[src/rtl/dmem_arb_pkg.sv]
// Shared types and constants for the data-memory port arbiter.
// Port indices, memory command encodings and FSM states.
package dmem_arb_pkg;

    typedef enum logic [1:0] {
        IDLE,
        WRITE,
        READ_ISSUE,
        READ_WAIT
    } arb_state_t;

    localparam int PORT_ST    = 0;
    localparam int PORT_LD    = 1;
    localparam int RD_LAT_MAX = 3;

    localparam logic MEM_RD = 1'b0;
    localparam logic MEM_WR = 1'b1;

endpackage

[src/rtl/dmem_port_arbiter_rr_arb2.sv]
// Two-requester round-robin pick with its own priority pointer.
// ptr = 0 favours requester 0, ptr = 1 favours requester 1.
module rr_arb2 (
    input  logic       clk,
    input  logic       rst,
    input  logic       en,
    input  logic [1:0] req,
    output logic [1:0] gnt
);

    logic ptr;

    always_comb begin
        gnt = 2'b00;
        if (en) begin
            unique case (1'b1)
                (req == 2'b01): gnt = 2'b01;
                (req == 2'b10): gnt = 2'b10;
                (req == 2'b11): gnt = ptr ? 2'b10 : 2'b01;
                default:        gnt = 2'b00;
            endcase
        end
    end

    // Every grant moves priority to the other side, contested or not.
    always_ff @(posedge clk) begin
        if (rst) begin
            ptr <= 1'b0;
        end else if (|gnt) begin
            ptr <= gnt[0];
        end
    end

endmodule

[src/rtl/dmem_port_arbiter.sv]
// Load/store share of the single-port data BRAM.
// One access in flight; all outputs come straight from flops.
module dmem_port_arbiter
    import dmem_arb_pkg::*;
#(
    parameter int ADDR_W = 10,
    parameter int DATA_W = 32,
    parameter int RD_LAT = 1
) (
    input  logic              i_clk,
    input  logic              i_rst,
    input  logic              ld_req,
    input  logic [ADDR_W-1:0] ld_addr,
    output logic              ld_gnt,
    output logic              ld_rvalid,
    output logic [DATA_W-1:0] ld_rdata,
    input  logic              st_req,
    input  logic [ADDR_W-1:0] st_addr,
    input  logic [DATA_W-1:0] st_wdata,
    input  logic [3:0]        st_byte_en,
    output logic              st_gnt,
    output logic              mem_en,
    output logic              mem_rw_mode,
    output logic [ADDR_W-1:0] mem_addr,
    output logic [DATA_W-1:0] mem_write_data,
    output logic [3:0]        mem_byte_en,
    input  logic [DATA_W-1:0] mem_read_data,
    output logic              busy
);

    if (RD_LAT < 1 || RD_LAT > RD_LAT_MAX) begin : g_bad_lat
        $error("dmem_port_arbiter: RD_LAT must be 1..3");
    end

    localparam logic [1:0] LAT = 2'(RD_LAT);

    arb_state_t        state_q, state_d;
    logic [1:0]        cnt_q, cnt_d;
    logic [1:0]        arb_gnt;
    logic              ld_gnt_d, ld_rvalid_d, st_gnt_d;
    logic [DATA_W-1:0] ld_rdata_d;
    logic              mem_en_d, mem_rw_d;
    logic [ADDR_W-1:0] mem_addr_d;
    logic [DATA_W-1:0] mem_wdata_d;
    logic [3:0]        mem_be_d;

    rr_arb2 u_rr (
        .clk (i_clk),
        .rst (i_rst),
        .en  (state_q == IDLE),
        .req ({ld_req, st_req}),
        .gnt (arb_gnt)
    );

    // Next-state logic also computes next outputs, so the
    // memory command appears in the cycle the FSM enters a state.
    always_comb begin
        state_d     = state_q;
        cnt_d       = cnt_q;
        ld_gnt_d    = 1'b0;
        ld_rvalid_d = 1'b0;
        ld_rdata_d  = ld_rdata;
        st_gnt_d    = 1'b0;
        mem_en_d    = 1'b0;
        mem_rw_d    = MEM_RD;
        mem_addr_d  = '0;
        mem_wdata_d = '0;
        mem_be_d    = 4'b0000;
        unique case (state_q)
            IDLE: begin
                unique case (1'b1)
                    arb_gnt[PORT_ST]: begin
                        state_d     = WRITE;
                        st_gnt_d    = 1'b1;
                        mem_en_d    = 1'b1;
                        mem_rw_d    = MEM_WR;
                        mem_addr_d  = st_addr;
                        mem_wdata_d = st_wdata;
                        mem_be_d    = st_byte_en;
                    end
                    arb_gnt[PORT_LD]: begin
                        state_d    = READ_ISSUE;
                        ld_gnt_d   = 1'b1;
                        mem_en_d   = 1'b1;
                        mem_rw_d   = MEM_RD;
                        mem_addr_d = ld_addr;
                    end
                    default: ;
                endcase
            end
            WRITE: begin
                state_d = IDLE;
            end
            READ_ISSUE: begin
                state_d = READ_WAIT;
                cnt_d   = LAT;
            end
            READ_WAIT: begin
                cnt_d = cnt_q - 2'd1;
                if (cnt_q == 2'd1) begin
                    state_d     = IDLE;
                    ld_rvalid_d = 1'b1;
                    ld_rdata_d  = mem_read_data;
                end
            end
        endcase
    end

    always_ff @(posedge i_clk) begin
        if (i_rst) begin
            state_q        <= IDLE;
            cnt_q          <= 2'd0;
            ld_gnt         <= 1'b0;
            ld_rvalid      <= 1'b0;
            ld_rdata       <= '0;
            st_gnt         <= 1'b0;
            mem_en         <= 1'b0;
            mem_rw_mode    <= MEM_RD;
            mem_addr       <= '0;
            mem_write_data <= '0;
            mem_byte_en    <= 4'b0000;
            busy           <= 1'b0;
        end else begin
            state_q        <= state_d;
            cnt_q          <= cnt_d;
            ld_gnt         <= ld_gnt_d;
            ld_rvalid      <= ld_rvalid_d;
            ld_rdata       <= ld_rdata_d;
            st_gnt         <= st_gnt_d;
            mem_en         <= mem_en_d;
            mem_rw_mode    <= mem_rw_d;
            mem_addr       <= mem_addr_d;
            mem_write_data <= mem_wdata_d;
            mem_byte_en    <= mem_be_d;
            busy           <= (state_d != IDLE);
        end
    end

endmodule

[config.mk]
export PLATFORM = sky130hd
export DESIGN_NAME = dmem_port_arbiter
export DESIGN_NICKNAME = d
export VERILOG_FILES = /design/src/rtl/dmem_arb_pkg.sv /design/src/rtl/dmem_port_arbiter_rr_arb2.sv /design/src/rtl/dmem_port_arbiter.sv
export SDC_FILE = /design/constraint.sdc
export NUM_CORES = 1
export LEC_CHECK = 0
export CAP_MARGIN = 20
export CORE_UTILIZATION = 39
export DETAILED_ROUTE_END_ITERATION = 6
export PLACE_DENSITY = 0.85
export SLEW_MARGIN = 20
export SYNTH_ARGS = -nofsm -noshare
export SYNTH_HDL_FRONTEND = slang
export SYNTH_SLANG_ARGS = --single-unit
[constraint.sdc]
create_clock -name i_clk -period 3.3 [get_ports i_clk]
set_clock_uncertainty 0.15 [all_clocks]
set_input_delay 0.495 -clock i_clk [delete_from_list [all_inputs] [get_ports i_clk]]
set_output_delay 0.495 -clock i_clk [all_outputs]
set_load 0.03 [all_outputs]
Word-level counts from Yosys, hierarchy flattened
Index checks and enable logic that the tools add are counted.

Flip-flop bits (word level): 88. Logic and storage cells: 43. Output and inout bits: 84. Bits of input ports: 92.

Bitwise gates (word level): 3. Equality and inequality tests: 7. Reduce and logical (&&, ||, !) cells: 8. Mux-type cells: 12. Add/sub/neg operators: 1.

Operators with widths (number): 10-bit one-hot mux with 2 select lines (1); 2-bit equality test (second input constant) (4); 2-bit one-hot mux with 2 select lines (2); 2-bit one-hot mux with 4 select lines (1); 2-bit by 1-bit equality test with 1-bit output (second input constant) (3); 2-bit two-way mux (3); 2-bit one-hot mux with 3 select lines (1); 2-bit OR reduction (3); 1-bit two-way mux (4); 2-bit nonzero test (2); 1-bit inverter (3); 3-bit OR reduction (1); 2-bit zero test (1); 2-bit AND reduction (1); 2-bit by 1-bit subtractor with 2-bit output (second input constant) (1).

Longest topological paths before layout
Depth after elaboration: 6. Depth in mapped cells: 7. Gate-level depth less buffers: 5.

Hierarchy
A second synthesis with hierarchy kept.

Cells, all modules: 279. Area total of the unflattened synthesis: 3141.8 um^2.

By module, submodules not included: dmem_port_arbiter (instances 1, cells an instance 271, sequential area each 1741.7 um^2, area each 3086.7 um^2); rr_arb2 (instances 1, cells an instance 8, sequential area each 20.0 um^2, area each 55.1 um^2).

Worst setup path before layout
Ideal clock, no wire load.

Kind: input to register. From: input ld_req. To: register mem_write_data[10]. Arrival: 1.125 ns. Buffers on the path: 2. Cell stages on the path: 5. Data required time: 3.035 ns. Setup slack: 1.910 ns. Library setup time: 0.115 ns. Cells stage by stage: nand2_1 and3_2 buf_6 buf_6 and2_1.

Cells in the longest elaborated chain, start to end: 5. Elaborated cells between the ends (all ways): 7. Those cells by class: eq/ne: 3; mux: 2; bitwise: 1; reduce/logical: 1.

RTL lines: start, declared (RTL line dmem_port_arbiter.sv:12) `input logic ld_req,`; 2-bit equality test, or another cell as far along (RTL line dmem_port_arbiter_rr_arb2.sv:19) `(req == 2'b11): gnt = ptr ? 2'b10 : 2'b01;`; 2-bit one-hot mux with 3 select lines * (RTL line dmem_port_arbiter_rr_arb2.sv:16) `unique case (1'b1)`; 2-bit two-way mux * (RTL line dmem_port_arbiter_rr_arb2.sv:15) `if (en) begin`; 1-bit inverter (no line) *; 3-bit OR reduction (no line) *; end signal, assigned (RTL line dmem_port_arbiter.sv:133) `mem_write_data <= mem_wdata_d;`; end, declared (RTL line dmem_port_arbiter.sv:25) `output logic [DATA_W-1:0] mem_write_data,`.

Every way passes the cells marked *; elsewhere a longest branch is shown, timed or not. A chain may end at the register's enable or synchronous reset.

Worst setup path after layout
From: register ld_rdata[15]. To: output ld_rdata[15].

RTL lines: start, declared (RTL line dmem_port_arbiter.sv:16) `output logic [DATA_W-1:0] ld_rdata,`; start signal, assigned (RTL line dmem_port_arbiter.sv:128) `ld_rdata <= ld_rdata_d;`.

No word-level cell between the ends.

==> reports/metrics.cfg <==
[drt]
routedWlPerCell_um = 13.20
detail_route.vias_per_cell = 4.511
wirelength_mm = 7.208
dr.first_iter.drc_count = 80
dr.pass1.iters = 4
final_antenna_net_count = 0
drc = 0
num_vias = 2463

[clock_tree]
tritoncts = yes
cts.sinks = 88
clockBufferDepth = 2
clk_pin_slew_ns = 0.08
cts_inserted_buffers = 9
cts_setup_buffers = 0
cts-resized-gates = 0
root_buffer = clkbuf_8
insertion_delay_ns = 0.34
htree_num_levels = 3
hold_buffers = 0

[worst_setup_path]
crit-reg2reg-launch = state_q[1]
path_cells = clkdlybuf4s50_1
reg2reg_slack_ns = 1.58
critPathMaxStageDelay_ns = 0.68
r2r-end = mem_write_data[3]
rr_worst_depth = 3
crit_arrival_ns = 1.38
start_kind = register
critPathLaunch = ld_rdata[15]
worstSetupEndpointType = output port
path_buf_inv = 1
slowest_stage = clkdlybuf4s50_1
crit_path_max_fanout = 2
cp_top_family = buffers and inverters
critPathRequiredTime_ns = 2.65
path_class = reg2out

[cells_and_area]
nNetsFinal = 538
drive_gt1_share_pct = 4.667
nFillCells = 545
syn2layout_area_growth_pct = 72.22
design_area_um2 = 4756
multi_input_area_um2 = 873.3
diodes = 0
seq_area_um2 = 1762

[grt]
grt_pass1_wl_mm = 10.97
global_route.usage.total_pct = 19.29
grt_max_degree = 49
antenna_found_initial = 0
overflow = 0
first_global_vias = 2339

[timing]
setup_tns_ns = 0
grt_setup_unrepaired = false
tightestPinTransition_ns = 0.6652
relSlewSlack_pct = 55.65
setup_violations = 0
fmax_mhz = 492.9
finalHoldViolations = 0
period_needed_ns = 2.029
drv_slew = 0
period_share_pct = 61.47

[pwr]
p_leak_nw = 1.758
power_frac_clock_pct = 35.2
p_int_mw = 1.782
comb_power_share_pct = 16.1
netSwitchingPower_mw = 0.5541
power_frac_seq_pct = 48.7
ir_drop_uv = 309.0
netSwitchingFraction_pct = 23.72
p_per_area_nw_per_um2 = 491.2

[hold_path]
hp-start = ld_rdata[2]
hold-path-endpoint = ld_rdata[2]
timing.hold.worst_path_depth = 2
hp-class = reg2reg

[die]
core_um2 = 6832
die-area_um2 = 7421
fp.dieH_um = 86.15
row_count = 30
die_w_um = 86.15
ioPinCount = 176
start_util_pct = 40.42

[flow_run]
max_cap_violations = 0

[synthesis]
syn-cell-area_um2 = 2761
yosysWarnings = 0
ys_seq_elements = 88
postSynthCellCount = 277
ys_seq_area_share_pct = 63.80
synth.distinct_cells = 25
syn_nets = 370
synth.avg_cell_area_um2 = 9.969

[place]
dp_hpwl_mm = 5.273
numPortBuffers = 175
placed_area_um2 = 4524
globalplace.congestion = 0.7185

[outcome]
status = complete, no violations

cells in the mapped netlist:
master / n / area share (%)
buf_4: 2 / 0.54
inv_1: 1 / 0.14
nand2_1: 66 / 9.0
buf_6: 4 / 1.6
a21oi_1: 34 / 6.2
and2_1: 36 / 8.2
a22o_1: 10 / 3.2
a2bb2oi_1: 1 / 0.32
buf_1: 1 / 0.14
a311oi_1: 1 / 0.32
dfxtp_1: 88 / 64
nor2_1: 5 / 0.68
and3_2: 1 / 0.27
o21ai_0: 1 / 0.18
ha_1: 1 / 0.45
clkbuf_1: 4 / 0.54
and4b_1: 1 / 0.36
nand3_1: 3 / 0.54
buf_2: 8 / 1.4
and3_1: 1 / 0.23
nand2b_1: 4 / 0.91
nand3b_1: 1 / 0.27
nor3_2: 1 / 0.36
clkbuf_2: 1 / 0.18
nor2b_1: 1 / 0.23
through the flow:
stage	instances	setup slack (ns)	power (mW)	utilization (%)	hold slack, ns
after floorplan	277	1.910	1.337	-	0.2951
after global placement	530	1.023	1.531	66.23	0.2923
after detailed placement	530	0.9841	1.539	66.23	0.2973
after CTS	546	1.240	2.360	69.60	0.3091
after global routing	546	1.225	2.434	69.62	0.3362
final	546	1.271	2.336	69.62	0.3062
worst min-delay path, delay by kind of cell (launching register included):
kind / cells / cell delay [ns]
flip-flops: 1 / 0.31
AND/OR/NAND/NOR: 1 / 0.05
AO/OA/AOI/OAI: 1 / 0.05
cells in the final DEF (no fill, tap or decap), drive strengths merged, types with 2 or more instances in the layout:
master         synthesis  routed
bufinv                 0       2
a22o                  10      10
clkinv                 0       3
nand3                  3       3
and2                  36      36
a21oi                 34      34
and3                   2       2
buf                   15       2
clkdlybuf4s50          0     175
nor2                   5       5
nand2                 66      66
nand2b                 4       4
clkbuf                 5      11
dfxtp                 88      88
kinds of logic (layout without fill, tap and decap cells):
kind of cell,count (synthesis),after routing,synth area share (%)
AND/OR/NAND/NOR,120,120,20.98
flip-flops,88,88,63.80
AO/OA/AOI/OAI,47,47,10.15
buffers and inverters,21,194,4.621
adder cells (fa/ha/maj),1,1,0.4530
state kept, by name (all words and copies together) (netlist names):
register and cells:
mem_rw_mode 1, mem_addr 10, mem_byte_en 4, u_rr.ptr 1
busy 1, mem_en 1, ld_rdata 32, ld_gnt 1
state_q 2, ld_rvalid 1, cnt_q 2, mem_write_data 32
layout make-up:
cell class              instances  area share (%)
clock buffers                  11           3.183
clock inverters                 5           1.657
inverters                       1         0.07893
multi-input cells             168           18.36
flip-flops and latches         88           37.04
well taps                      96           2.526
repair buffers                177           37.15
worst max-delay path by stage:
stage          cells after the start            endpoint
2_1_floorplan                      5  mem_write_data[10]
3_3_place_gp                       4         mem_addr[6]
5_1_grt                            1        ld_rdata[15]
4_1_cts                            3        ld_rdata[30]
6_report                           1        ld_rdata[15]
3_5_place_dp                       4         mem_addr[3]
power groups by stage:
stage / clock network [mW] / logic [mW] / registers, mW
after floorplan: 0 / 0.0933 / 1.24
after global placement: 0 / 0.371 / 1.16
after detailed placement: 0 / 0.376 / 1.16
after CTS: 0.842 / 0.380 / 1.14
after global routing: 0.891 / 0.399 / 1.14
final: 0.822 / 0.377 / 1.14
metal layers:
| metal | wire length [um] | global-route usage, % | part of all wire [%] | vias up |
|---|---|---|---|---|
| li1 | - | - | - | 1225 |
| met1 | 2741 | 20.98 | 38 | 1126 |
| met2 | 3732 | 33.98 | 52 | 106 |
| met3 | 637 | 6.641 | 8.8 | 6 |
| met4 | 96 | 8.333 | 1.3 | 0 |
| met5 | 0 | 0 | 0 | - |
(Power assumes the default switching activity.)
